--- config.mk ---
export PLATFORM = sky130hd
export DESIGN_NAME = mips16_imem_loader
export DESIGN_NICKNAME = d
export VERILOG_FILES = /design/src/rtl/mips16_pkg.sv /design/src/rtl/mips16_imem_loader.sv
export SDC_FILE = /design/constraint.sdc
export NUM_CORES = 1
export LEC_CHECK = 0
export ABC_AREA = 1
export BUFFER_PORTS_ARGS = -buffer_cell sky130_fd_sc_hd__buf_2
export CORE_MARGIN = 3
export CORE_UTILIZATION = 49
export CTS_BUF_LIST = sky130_fd_sc_hd__clkbuf_2 sky130_fd_sc_hd__clkbuf_4 sky130_fd_sc_hd__clkbuf_8
export DETAILED_ROUTE_END_ITERATION = 6
export GPL_TIMING_DRIVEN = 0
export PLACE_DENSITY_LB_ADDON = 0.25
export SLEW_MARGIN = 20
export SYNTH_ARGS = -nofsm -noshare
export SYNTH_HDL_FRONTEND = slang
export SYNTH_SLANG_ARGS = --single-unit
--- constraint.sdc ---
create_clock -name clk -period 2.15 [get_ports clk]
set_clock_uncertainty 0.2 [all_clocks]
set_input_delay 0.1075 -clock clk [delete_from_list [all_inputs] [get_ports clk]]
set_output_delay 0.1075 -clock clk [all_outputs]
set_load 0.005 [all_outputs]
--- src/rtl/mips16_pkg.sv ---
// Shared definitions for the MIPS16 instruction-memory loader.
// Holds the loader state encoding, instruction word width and default reset hold.
package mips16_pkg;

  localparam int INSTR_W            = 16;
  localparam int DEFAULT_RESET_HOLD = 4;

  typedef enum logic [2:0] {
    LEN  = 3'd0,
    DATA = 3'd1,
    CSUM = 3'd2,
    HOLD = 3'd3,
    RUN  = 3'd4,
    ERR  = 3'd5
  } loader_state_t;

endpackage

--- src/rtl/mips16_imem_loader.sv ---
// Boot loader: length-prefixed word stream -> imem writes from addr 0, then core reset release; optional trailing checksum under MIPS16_LOADER_CHECKSUM_EN.
// Latency: imem write registered one cycle after accept; core_reset falls RESET_HOLD+1 cycles after the last accept.
// Backpressure: in_ready depends only on state/reset; drops in HOLD/RUN/ERR, never stalls mid-stream.
module mips16_imem_loader
  import mips16_pkg::*;
#(
  parameter int ADDR_W     = 8,
  parameter int RESET_HOLD = DEFAULT_RESET_HOLD
) (
  input  logic               clk,
  input  logic               reset,
  input  logic               in_valid,
  input  logic [INSTR_W-1:0] in_data,
  output logic               in_ready,
  output logic               imem_we,
  output logic [ADDR_W-1:0]  imem_addr,
  output logic [INSTR_W-1:0] imem_wdata,
  output logic               core_reset,
  output logic               load_done,
  output logic               load_err,
  output logic [ADDR_W:0]    words_loaded
);

  localparam int unsigned          DEPTH     = 1 << ADDR_W;
  localparam int                   CNT_W     = $clog2(RESET_HOLD + 1);
  localparam logic [CNT_W-1:0]     HOLD_INIT = CNT_W'(RESET_HOLD);

  loader_state_t      state;
  logic [ADDR_W:0]    len;
  logic [CNT_W-1:0]   hold_cnt;
  logic [ADDR_W:0]    wl_nxt;
  logic               accept;
`ifdef MIPS16_LOADER_CHECKSUM_EN
  logic [INSTR_W-1:0] sum;
`endif

  assign in_ready = !reset && (state == LEN || state == DATA || state == CSUM);
  assign accept   = in_valid && in_ready;
  assign wl_nxt   = words_loaded + 1'b1;

  always_ff @(posedge clk) begin
    if (reset) begin
      state        <= LEN;
      len          <= '0;
      hold_cnt     <= '0;
      imem_we      <= 1'b0;
      imem_addr    <= '0;
      imem_wdata   <= '0;
      core_reset   <= 1'b1;
      load_done    <= 1'b0;
      load_err     <= 1'b0;
      words_loaded <= '0;
`ifdef MIPS16_LOADER_CHECKSUM_EN
      sum          <= '0;
`endif
    end else begin
      imem_we <= 1'b0;
      case (state)
        LEN: if (accept) begin
          if (in_data == '0) begin
`ifdef MIPS16_LOADER_CHECKSUM_EN
            state    <= CSUM;
`else
            state    <= HOLD;
            hold_cnt <= HOLD_INIT;
`endif
          end else if (32'(in_data) > DEPTH) begin
            // Oversized length is rejected before any write can happen
            state    <= ERR;
            load_err <= 1'b1;
          end else begin
            len   <= (ADDR_W+1)'(in_data);
            state <= DATA;
          end
        end
        DATA: if (accept) begin
          imem_we      <= 1'b1;
          imem_addr    <= words_loaded[ADDR_W-1:0];
          imem_wdata   <= in_data;
          words_loaded <= wl_nxt;
`ifdef MIPS16_LOADER_CHECKSUM_EN
          sum          <= sum + in_data;
          if (wl_nxt == len) state <= CSUM;
`else
          if (wl_nxt == len) begin
            state    <= HOLD;
            hold_cnt <= HOLD_INIT;
          end
`endif
        end
`ifdef MIPS16_LOADER_CHECKSUM_EN
        CSUM: if (accept) begin
          if (in_data == sum) begin
            state    <= HOLD;
            hold_cnt <= HOLD_INIT;
          end else begin
            state    <= ERR;
            load_err <= 1'b1;
          end
        end
`endif
        HOLD: begin
          // Counter expiring one edge after zero gives RESET_HOLD+1 cycles total
          if (hold_cnt == '0) begin
            state      <= RUN;
            core_reset <= 1'b0;
            load_done  <= 1'b1;
          end else begin
            hold_cnt <= hold_cnt - 1'b1;
          end
        end
        RUN: ;
        ERR: ;
        default: begin
          state    <= ERR;
          load_err <= 1'b1;
        end
      endcase
    end
  end

endmodule

Word level (Yosys, flattened, before mapping)
Index checks and enable logic that the tools add are counted.
Widths: inputs -> output; s select.
{ "word_totals": {"latch_bits": 0, "output_inout_bits": 38, "mem_bits_rw": 0, "reg_bits": 52, "elab_cells": 68, "memories": 0, "romBits": 0} }
{ "classes": {"n_reduce_logical": 18, "n_mux": 18, "bitwise_logic": 5, "add_sub_neg": 2, "div": 0, "mul": 0, "n_eq_ne": 14, "n_shift": 0, "n_lt_le_gt_ge": 1} }
{ "op_table": {"columns": ["op", "n"], "rows": [
  ["$mux 3", 11],
  ["$gt 16x9->1 const B", 1],
  ["$logic_not 16->1", 1],
  ["$pmux 3 s4", 1],
  ["$ne 2x2->1 const B", 5],
  ["$add 9x1->9 const B", 1],
  ["$eq 9x9->1", 1],
  ["$pmux 3 s3", 1],
  ["$reduce_and 4->1", 2],
  ["$eq 3x2->1 const B", 2],
  ["$eq 3x3->1 const B", 2],
  ["$logic_not 3->1", 2],
  ["$ne 2x1->1 const B", 3],
  ["$reduce_and 6->1", 1],
  ["$not 1->1", 5],
  ["$reduce_and 5->1", 1],
  ["$mux 1", 4],
  ["$reduce_and 2->1", 2],
  ["$reduce_or 2->1", 2],
  ["$reduce_or 4->1", 1],
  ["$eq 3x1->1 const B", 1],
  ["$reduce_bool 3->1", 1],
  ["$sub 3x1->3 const B", 1],
  ["$logic_and 1x1->1", 2],
  ["3 further kinds", 4]
]} }

Logic depth before layout (Yosys ltp)
Gate-level depths: netlist (run 1).
{ "logic_depth": {"depth_word": 7, "mapped_depth": 15} }

Worst setup path after synthesis (run 1)
Ideal clock, no wire load.
{ "synth_timing": {"path_type": "register to register", "from": "register words_loaded[0]", "to": "register hold_cnt[2]", "setup_time_ns": 0.118, "synth_period_minus_slack_ns": 1.899, "path_slack_ns": 0.251, "n_path_buf": 0, "t_arrival_ns": 1.581, "required_time_ns": 1.832, "stages_incl_launch_ff": 15, "path_cell_list": "dfxtp_1 ha_1 nand2_2 nor2_2 nand3_1 nand2_1 nand2_1 nand2_1 nand2_1 nor2_1 nand2_2 nand2_4 nand2_1 nand2_1 a21oi_1"} }
{ "synth_via": {"elab_chain_cells": 4} }
{ "synth_rtl": {"columns": ["item", "line_no", "rtl"], "rows": [
  ["start, declared", "mips16_imem_loader.sv:21", "output logic [ADDR_W:0] words_loaded"],
  ["start signal, assigned", "mips16_imem_loader.sv:80", "words_loaded <= wl_nxt;"],
  ["$add 9x1->9", "mips16_imem_loader.sv:39", "assign wl_nxt = words_loaded + 1'b1;"],
  ["$eq 9x9->1", "mips16_imem_loader.sv:85", "if (wl_nxt == len) begin"],
  ["$ne 2x1->1 (no line)", null, null],
  ["$reduce_and 6->1 (no line)", null, null],
  ["end signal, assigned", "mips16_imem_loader.sv:109", "hold_cnt <= hold_cnt - 1'b1;"],
  ["end, declared", "mips16_imem_loader.sv:30", "logic [CNT_W-1:0] hold_cnt;"]
]} }
Every way passes these cells.
A chain may end at the register's enable or synchronous reset.

Final worst setup path (run 1)
{ "layout_timing": {"from": "input in_data[7]", "to": "register len[0]"} }
{ "layout_via": {"elab_chain_cells": 3} }
{ "layout_rtl": {"columns": ["item", "line_no", "rtl"], "rows": [
  ["start, declared", "mips16_imem_loader.sv:13", "input logic [INSTR_W-1:0] in_data,"],
  ["$gt 16x9->1 / $logic_not 16->1 (equally long branches)", "mips16_imem_loader.sv:67, mips16_imem_loader.sv:60", null],
  ["$not 1->1 (no line)", null, null],
  ["$reduce_and 4->1 (no line) *", null, null],
  ["end signal, assigned", "mips16_imem_loader.sv:72", "len <= (ADDR_W+1)'(in_data);"],
  ["end, declared", "mips16_imem_loader.sv:29", "logic [ADDR_W:0] len;"]
]} }
Every way passes the cells marked *; elsewhere a longest branch is shown, timed or not.

==> results of run 1 <==
==> sequential cells by signal (all words and copies together), names as in the netlist <==
name and flops:
state 3, imem_we 1, core_reset 1, hold_cnt 3, imem_wdata 16, load_err 1, imem_addr 8, len 9
load_done 1, words_loaded 9
==> how the worst min path moves through the flow <==
| stage | start | end | slack, ns | cells after the start |
|---|---|---|---|---|
| floorplan | in_data[11] | imem_wdata[11] | 0.04 | 2 |
| global placement | in_data[11] | imem_wdata[11] | 0.15 | 3 |
| detailed placement | in_data[15] | imem_wdata[15] | 0.16 | 3 |
| CTS | in_valid | load_err | 0.07 | 5 |
| global route | in_valid | len[8] | 0.12 | 4 |
| finish | in_valid | load_err | 0.08 | 5 |
==> final cells by class <==
class	count	share of cell area, %
Sequential cell	52	33.7
Multi-Input combinational cell	233	38.4
Buffer	13	2.22
Inverter	40	4.84
Clock inverter	3	1.37
Clock buffer	5	2.22
Timing Repair Buffer	73	14.6
Tap cell	65	2.62
==> tightest hold or removal path: stages <==
cell	delay (ns)
buf_2	0.11
nand2_4	0.13
a21oi_1	0.07
o21ai_0	0.07
a21oi_1	0.06
==> power breakdown <==
part           internal, mW  leakage (nW)  switching, mW  total (mW)
logic                 0.157         0.982          0.218       0.375
clock network         0.345        0.0541          0.337       0.682
registers              1.02         0.422         0.0443        1.06
total                  1.52          1.46          0.599        2.12
==> layer usage <==
| layer | track usage (%) | wire length, um | up-vias |
|---|---|---|---|
| met5 | 0 | 0 | - |
| met2 | 37.1 | 3130 | 80 |
| met3 | 3.07 | 324 | 5 |
| li1 | - | - | 1271 |
| met1 | 30.9 | 2990 | 1173 |
| met4 | 7.25 | 57 | 0 |
==> through the flow <==
stage | utilization [%] | area [um^2] | worst slack, ns | hold slack [ns]
after floorplan | - | 2420 | 0.251 | 0.0424
after global placement | 60.9 | 2780 | 0.0866 | 0.152
after detailed placement | 60.9 | 2780 | 0.0227 | 0.158
after CTS | 67.1 | 3060 | 0.00352 | 0.0722
after global routing | 68.0 | 3100 | 0.00409 | 0.123
final | 68.0 | 3100 | 0.131 | 0.0805
==> what timing repair did <==
| item | 4_1_cts | 5_1_grt |
|---|---|---|
| endpoints found under the hold margin | 32 | 0 |
| setup endpoints to repair | 0 | 23 |
| gates resized for setup | 0 | 10 |
| hold buffers | 17 | 0 |
| setup buffers | 0 | 1 |
==> layout by cell type (no fill, tap or decap), drive strengths merged, types with 2 or more instances in the layout <==
| cell | synthesis | final |
|---|---|---|
| dlygate4sd3 | 0 | 17 |
| inv | 40 | 40 |
| nor2 | 45 | 45 |
| a21oi | 39 | 39 |
| nor3 | 5 | 5 |
| clkbuf | 6 | 11 |
| ha | 3 | 3 |
| nand3 | 22 | 22 |
| nand4 | 5 | 5 |
| buf | 7 | 63 |
| dfxtp | 52 | 52 |
| a31oi | 3 | 3 |
| o21ai | 43 | 43 |
| xnor2 | 2 | 2 |
| nand2 | 60 | 60 |
==> cell families after synthesis <==
group	share of synthesized area, %
AO/OA/AOI/OAI	18.2
flip-flops	43.0
buffers and inverters	8.99
XOR/XNOR	1.08
adder cells (fa/ha/maj)	1.55
AND/OR/NAND/NOR	27.2
==> run metrics, run 1 <==
root buffer cell clkbuf_8; CTS Buf Count 5; Placed Cells 458; Synth area leaders dfxtp_1 (43%), o21ai_0 (8.1%), nand2_1 (8.1%); R2R Path Start words_loaded[0]; Critical Path Slowest Stage Cell dlygate4sd3_1; Residual DRC 0; fin crit share 93.9%; crit start category input port; P&R area growth vs syn 28.1%; final hold violation count 0; die width 76.3 um; worst hold path type in2reg; total track usage 22.7%; Power Total 2.12 mW; core area 4560 um^2; detailed router's first-iteration violation count 244; Reg clk slew, reported paths 0.10 ns; Vias 2,529; reg2reg end hold_cnt[2]; Worst setup startpoint in_data[7]; Antenna Cells 0; Via density 5.23; ratio of cells with drive above 1 in the final layout 23.4%; critical path class in2reg; total global routing overflow 0; Static Leak 1.46 nW; Fillers 396; worst rel slew slack 67.8%; CP top delay family buffers and inverters; wire length of the first global-routing pass 10,900 um; post-synthesis cell type count 30; Layout Nets 440; fmax 495 MHz; Mapped Cells 338; vias in the first global route 2,250; Die Y 76.3 um; Post-synth EDFFs 0; Clock Latency Late Sink 0.31 ns; Ys Warns 0; share of the synthesized area in the top cell type 43.0%; routability congestion estimate 0.839; most used cell, CP nand2_1; RSZ-0062 raised after global routing no; largest net degree at the start of global routing 17; ys async rst share 0%; clk sinks 52; initial antenna violation count 0; non-filler cells, final 484; register area share after synthesis 43.0%; Critical Path RT 2.14 ns; Initial Utilization 53.1%; WL final 6500 um; Post-Syn Area 2420 um^2; dominant cell type by area after synthesis dfxtp_1; Final ANT Viol Nets 0; Worst-Margin Slew 0.483 ns; drt pass-1 iters 5; worst-case reg-to-reg path depth 11; Setup crit end kind register; Arr. time, crit path 2.01 ns; multi-input logic area 1190 um^2; Fin Setup TNS 0 ns; io pins 57; Crit Path Max Fanout 9; mean routed wirelength per cell 13.4 um; Pwr per Cell Area 683 nW/um^2; Buf/Inv on CP 4; clk buf depth 2; Max Cap Violations 0; top cells by count, synth dfxtp_1 (52), nand2_1 (52), nor2_1 (41), o21ai_0 (39), a21oi_1 (38); Setup crit end len[0]; post-route minimum period 2.02 ns; post-DP HPWL 4360 um; crit-path cells dlygate4sd3_1 -> buf_2 -> inv_1 -> nand4_1 -> nor2_1 -> nand2_1 -> nand2_1 -> nor3_4 -> buf_4 -> o21ai_0 -> a21oi_1; CTS tree built; Syn Nets 360; IO Port Bufs 55; register bit count reported by yosys 52; Worst path depth 11; Avg Cell Area, Syn 7.17 um^2; slowest stage delay, CP 0.54 ns; FP Rows 24; H-tree level count 2; outcome completed; VDD IR-drop max 0.000448 V; Seq. cell area 1050 um^2; register-to-register setup slack 0.22 ns; commonest register cell after synthesis dfxtp_1; setup violators final 0; Pins Over Slew Limit 0; die area 5820 um^2
Power figures use the tool's default switching activity.
==> run 2, diff against run 1 <==
--- a/config.mk
+++ b/config.mk
@@ -13,6 +13,7 @@
 export DETAILED_ROUTE_END_ITERATION = 6
 export GPL_TIMING_DRIVEN = 0
 export PLACE_DENSITY_LB_ADDON = 0.25
+export REMOVE_ABC_BUFFERS = 1
 export SLEW_MARGIN = 20
 export SYNTH_ARGS = -nofsm -noshare
 export SYNTH_HDL_FRONTEND = slang
==> run 2 against run 1 <==
  * Count of clock-buffer cells in the layout unchanged
  * Critical path depth increased by 1
  * Largest cell class unchanged
  * Non-clock buffer count decreased by 4
  * Worst setup slack improved by 0.033 ns
  * Via count decreased by 4.7%
  * Worst hold slack improved by 0.019 ns
  * Total power decreased by 3.6%
  * Flip-flop and latch count unchanged
  * Global-route usage decreased by 2.9 points
  * Maximum frequency increased by 1.6%
  * Largest power group unchanged
  * Wire length decreased by 11%
  * Utilization increased by 0.71 points
  * Highest routed layer unchanged
==> run metrics, run 2 (synthesis results as in run 1) <==
Fin Setup TNS 0 ns; Initial Utilization 53.1%; crit-path cells dlygate4sd3_1 -> buf_2 -> inv_1 -> nand4_1 -> nor2_1 -> nand2_1 -> nand2_1 -> nor3_4 -> buf_4 -> buf_4 -> o21ai_1 -> a21oi_1; Static Leak 1.46 nW; Fillers 396; die width 76.3 um; Layout Nets 436; met3 usage 5.91%; worst rel slew slack 58.2%; reg2reg end state[2]; Seq. cell area 1050 um^2; worst hold path type in2reg; VDD IR-drop max 0.000494 V; critical path class in2reg; Max Cap Violations 0; non-filler cells, final 480; largest reg by FF count imem_wdata; commonest non-fill, non-tap cell in the layout buf_2; initial antenna violation count 0; Worst-Margin Slew 0.625 ns; Critical Path RT 2.15 ns; root buffer cell clkbuf_8; drt pass-1 iters 4; outcome completed; R2R Path Start words_loaded[3]; Buf/Inv on CP 5; ratio of cells with drive above 1 in the final layout 25.1%; Power Total 2.04 mW; clk buf depth 2; CP top delay family buffers and inverters; post-DP HPWL 3970 um; Final ANT Viol Nets 0; RSZ-0062 raised after global routing no; core area 4560 um^2; WL final 5790 um; clk sinks 52; worst slack, placed -0.0234 ns; met1 usage in global routing 24.1%; Placed Cells 448; Antenna Cells 0; total track usage 19.8%; multi-input logic area 1210 um^2; Worst path depth 12; register-to-register setup slack 0.19 ns; GRT Max-Usage Layer met2; IO Port Bufs 56; Worst setup startpoint in_data[5]; biggest regs imem_wdata: 16 flops, len: 9 flops, words_loaded: 9 flops; Die Y 76.3 um; fin crit share 92.4%; Setup crit end kind register; post-route minimum period 1.99 ns; worst-case reg-to-reg path depth 12; Crit Path Max Fanout 3; io pins 57; Vias 2,410; Via density 5.02; setup ws final 0.164 ns; Fin Hold WS 0.0990 ns; slowest stage delay, CP 0.55 ns; Clock Latency Late Sink 0.31 ns; Setup crit end len[4]; H-tree level count 2; crit start category input port; FP Rows 24; final hold violation count 0; P&R area growth vs syn 29.4%; Pins Over Slew Limit 0; Critical Path Slowest Stage Cell dlygate4sd3_1; vias in the first global route 2,168; met2 Use GR 34.1%; CTS tree built; routability congestion estimate 0.811; detailed router's first-iteration violation count 87; Reg clk slew, reported paths 0.10 ns; largest net degree at the start of global routing 45; setup violators final 0; wire length of the first global-routing pass 9610 um; Arr. time, crit path 1.98 ns; fmax 503 MHz; mean routed wirelength per cell 12.1 um; Pwr per Cell Area 651 nW/um^2; Residual DRC 0; die area 5820 um^2; commonest non-fill, non-tap cells in the layout buf_2 (56), nand2_1 (52), dfxtp_1 (49); max reg flops 16; total global routing overflow 0; CTS Buf Count 5
==> run 2: worst reg2reg max path, delay by kind of cell, from the launching register on <==
kind / cells / cell delay (ns)
AND/OR/NAND/NOR: 11 / 1.00
flip-flops: 1 / 0.53
AO/OA/AOI/OAI: 1 / 0.16
==> run 2: cell type report <==
type | instances | area share [%]
Clock buffer | 5 | 2.19
Clock inverter | 3 | 0.838
Inverter | 40 | 4.91
Multi-Input combinational cell | 233 | 38.7
Sequential cell | 52 | 33.5
Tap cell | 65 | 2.59
Timing Repair Buffer | 82 | 17.3
==> run 2: worst min path at each step <==
stage	start	to	slack [ns]	cells past startpoint
2_1_floorplan	reset	hold_cnt[2]	-0.02	1
3_3_place_gp	in_data[10]	imem_wdata[10]	0.15	3
3_5_place_dp	in_data[10]	imem_wdata[10]	0.16	3
4_1_cts	in_valid	load_err	0.09	5
5_1_grt	in_valid	len[2]	0.11	4
6_report	in_valid	len[6]	0.1	4
==> run 2: what timing repair did <==
action,in CTS,in global routing
hold buffers,17,0
pin swaps,1,1
endpoints found under the hold margin,32,0
buffers inserted,3,4
gates resized for setup,1,13
setup endpoints to repair,5,18
==> run 2: power by group <==
part	internal [mW]	switching (mW)
logic	0.163	0.217
clock network	0.240	0.354
registers	1.02	0.0495
==> run 2: metrics by stage <==
step	cell area, um^2	utilization, %
after floorplan	2350	-
after global placement	2720	59.5
after detailed placement	2770	60.6
after CTS	3050	66.9
after global routing	3140	68.7
final	3140	68.7
==> run 2: routing by layer <==
metal	wire length, um	share of wire, %
met5	0	0
met4	66	1.1
met3	322	5.6
met2	2740	47
met1	2660	46
==> run 3, diff against run 2 <==
--- a/config.mk
+++ b/config.mk
@@ -8,7 +8,7 @@
 export ABC_AREA = 1
 export BUFFER_PORTS_ARGS = -buffer_cell sky130_fd_sc_hd__buf_2
 export CORE_MARGIN = 3
-export CORE_UTILIZATION = 49
+export CORE_UTILIZATION = 55
 export CTS_BUF_LIST = sky130_fd_sc_hd__clkbuf_2 sky130_fd_sc_hd__clkbuf_4 sky130_fd_sc_hd__clkbuf_8
 export DETAILED_ROUTE_END_ITERATION = 6
 export GPL_TIMING_DRIVEN = 0
==> run 3 against run 2 <==
  * Final area down 2.0%
  * Worst setup slack got worse by 0.13 ns
  * Sequential power about the same
  * Non-clock buffer count decreased by 4
  * Die area shrank 10%
==> run metrics, run 3 (synthesis results as in run 1) <==
outcome completed; fin crit share 98.2%; Antenna Cells 0; setup ws final 0.0379 ns; final hold violation count 0; final core utilization 74.7%; root buffer cell clkbuf_8; wire length of the first global-routing pass 9500 um; register-to-register setup slack 0.19 ns; post-route minimum period 2.11 ns; worst hold path type in2reg; Final ANT Viol Nets 0; crit-path cells dlygate4sd3_1 -> buf_2 -> nor2_1 -> nand2_1 -> nor4_1 -> o21ai_1 -> nor3_4 -> buf_4 -> o21ai_0 -> a21oi_1; largest reg by FF count imem_wdata; WL final 5790 um; Arr. time, crit path 2.15 ns; Max Cap Violations 0; initial antenna violation count 0; die area 5240 um^2; crit start category input port; total global routing overflow 0; vias in the first global route 2,139; Crit Path Max Fanout 8; Vias 2,412; clk sinks 52; Setup crit end kind register; non-filler cells, final 461; routability congestion estimate 0.857; VDD IR-drop max 0.000377 V; total track usage 22.8%; commonest non-fill, non-tap cells in the layout buf_2 (56), nand2_1 (52), dfxtp_1 (49); Via density 5.23; worst slack, placed -0.0142 ns; largest net degree at the start of global routing 45; R2R Path Start words_loaded[0]; FP Rows 23; Fillers 332; Critical Path RT 2.19 ns; Critical Path Slowest Stage Cell dlygate4sd3_1; die width 72.4 um; Pins Over Slew Limit 0; max reg flops 16; CTS tree built; mean routed wirelength per cell 12.6 um; post-DP HPWL 3740 um; Worst setup startpoint in_data[10]; Reg clk slew, reported paths 0.10 ns; critical path class in2reg; Initial Utilization 58.9%; slowest stage delay, CP 0.55 ns; CTS Buf Count 5; drt pass-1 iters 4; clk buf depth 2; Residual DRC 0; fmax 473 MHz; core area 4120 um^2; Die Y 72.4 um; Buf/Inv on CP 3; Worst-Margin Slew 0.631 ns; Static Leak 1.43 nW; Clock Latency Late Sink 0.31 ns; Pwr per Cell Area 684 nW/um^2; ratio of cells with drive above 1 in the final layout 23.1%; Worst Hold Launch in_valid; H-tree level count 2; io pins 57; CP top delay family buffers and inverters; Placed Cells 433; P&R area growth vs syn 26.9%; Layout Nets 432; IO Port Bufs 56; biggest regs imem_wdata: 16 flops, len: 9 flops, words_loaded: 9 flops; detailed router's first-iteration violation count 126; commonest non-fill, non-tap cell in the layout buf_2; worst rel slew slack 57.9%; Fin Hold WS 0.108 ns; setup violators final 0
==> run 3: worst reg2reg max path, delay by kind of cell (launching register included) <==
family	cells	cell delay (ns)
adders and majority gates	1	0.17
and+or+nand+nor	13	1.09
DFF	1	0.41
==> run 3: worst paths after layout <==
check	end	cells after the start
max	len[1]	10
min	len[7]	4
max reg2reg	hold_cnt[0]	14
min reg2reg	core_reset	2
==> run 3: routing by layer <==
layer | vias up | share of wire, % | track usage (%)
li1 | 1254 | - | -
met1 | 1093 | 44 | 28.5
met2 | 53 | 49 | 38.0
met3 | 12 | 5.2 | 5.82
met4 | 0 | 2.0 | 7.72
met5 | - | 0 | 0
==> run 3: area by class of cell <==
cell class / count / area, um^2 / area share (%)
tap: 50 / 62.6 / 2.04
inverter: 40 / 154 / 5.01
timing repair buffer: 78 / 503 / 16.4
sequential: 52 / 1050 / 34.1
multi-input combinational: 233 / 1190 / 38.8
clock inverter: 3 / 42.5 / 1.38
clock buffer: 5 / 68.8 / 2.24
==> run 3: timing repair <==
item | CTS | global route
gates resized for setup | 2 | 8
pin swaps | 0 | 2
hold endpoints to repair | 32 | 0
hold buffers | 17 | 0
buffers inserted | 0 | 3
setup endpoints to repair | 5 | 48
==> run 3: per-stage QoR <==
stage          TNS, ns  power, mW  cell area [um^2]
6_report             0       2.10              3070
5_1_grt         -0.139       2.20              3070
4_1_cts              0       2.10              3020
3_5_place_dp   -0.0392       1.42              2730
3_3_place_gp    -44.81       1.40              2700
2_1_floorplan   -18.30       1.30              2350
==> run 3: where the power goes <==
group | internal [mW] | switching, mW
clock | 0.345 | 0.325
combinational | 0.156 | 0.211
sequential | 1.02 | 0.0482
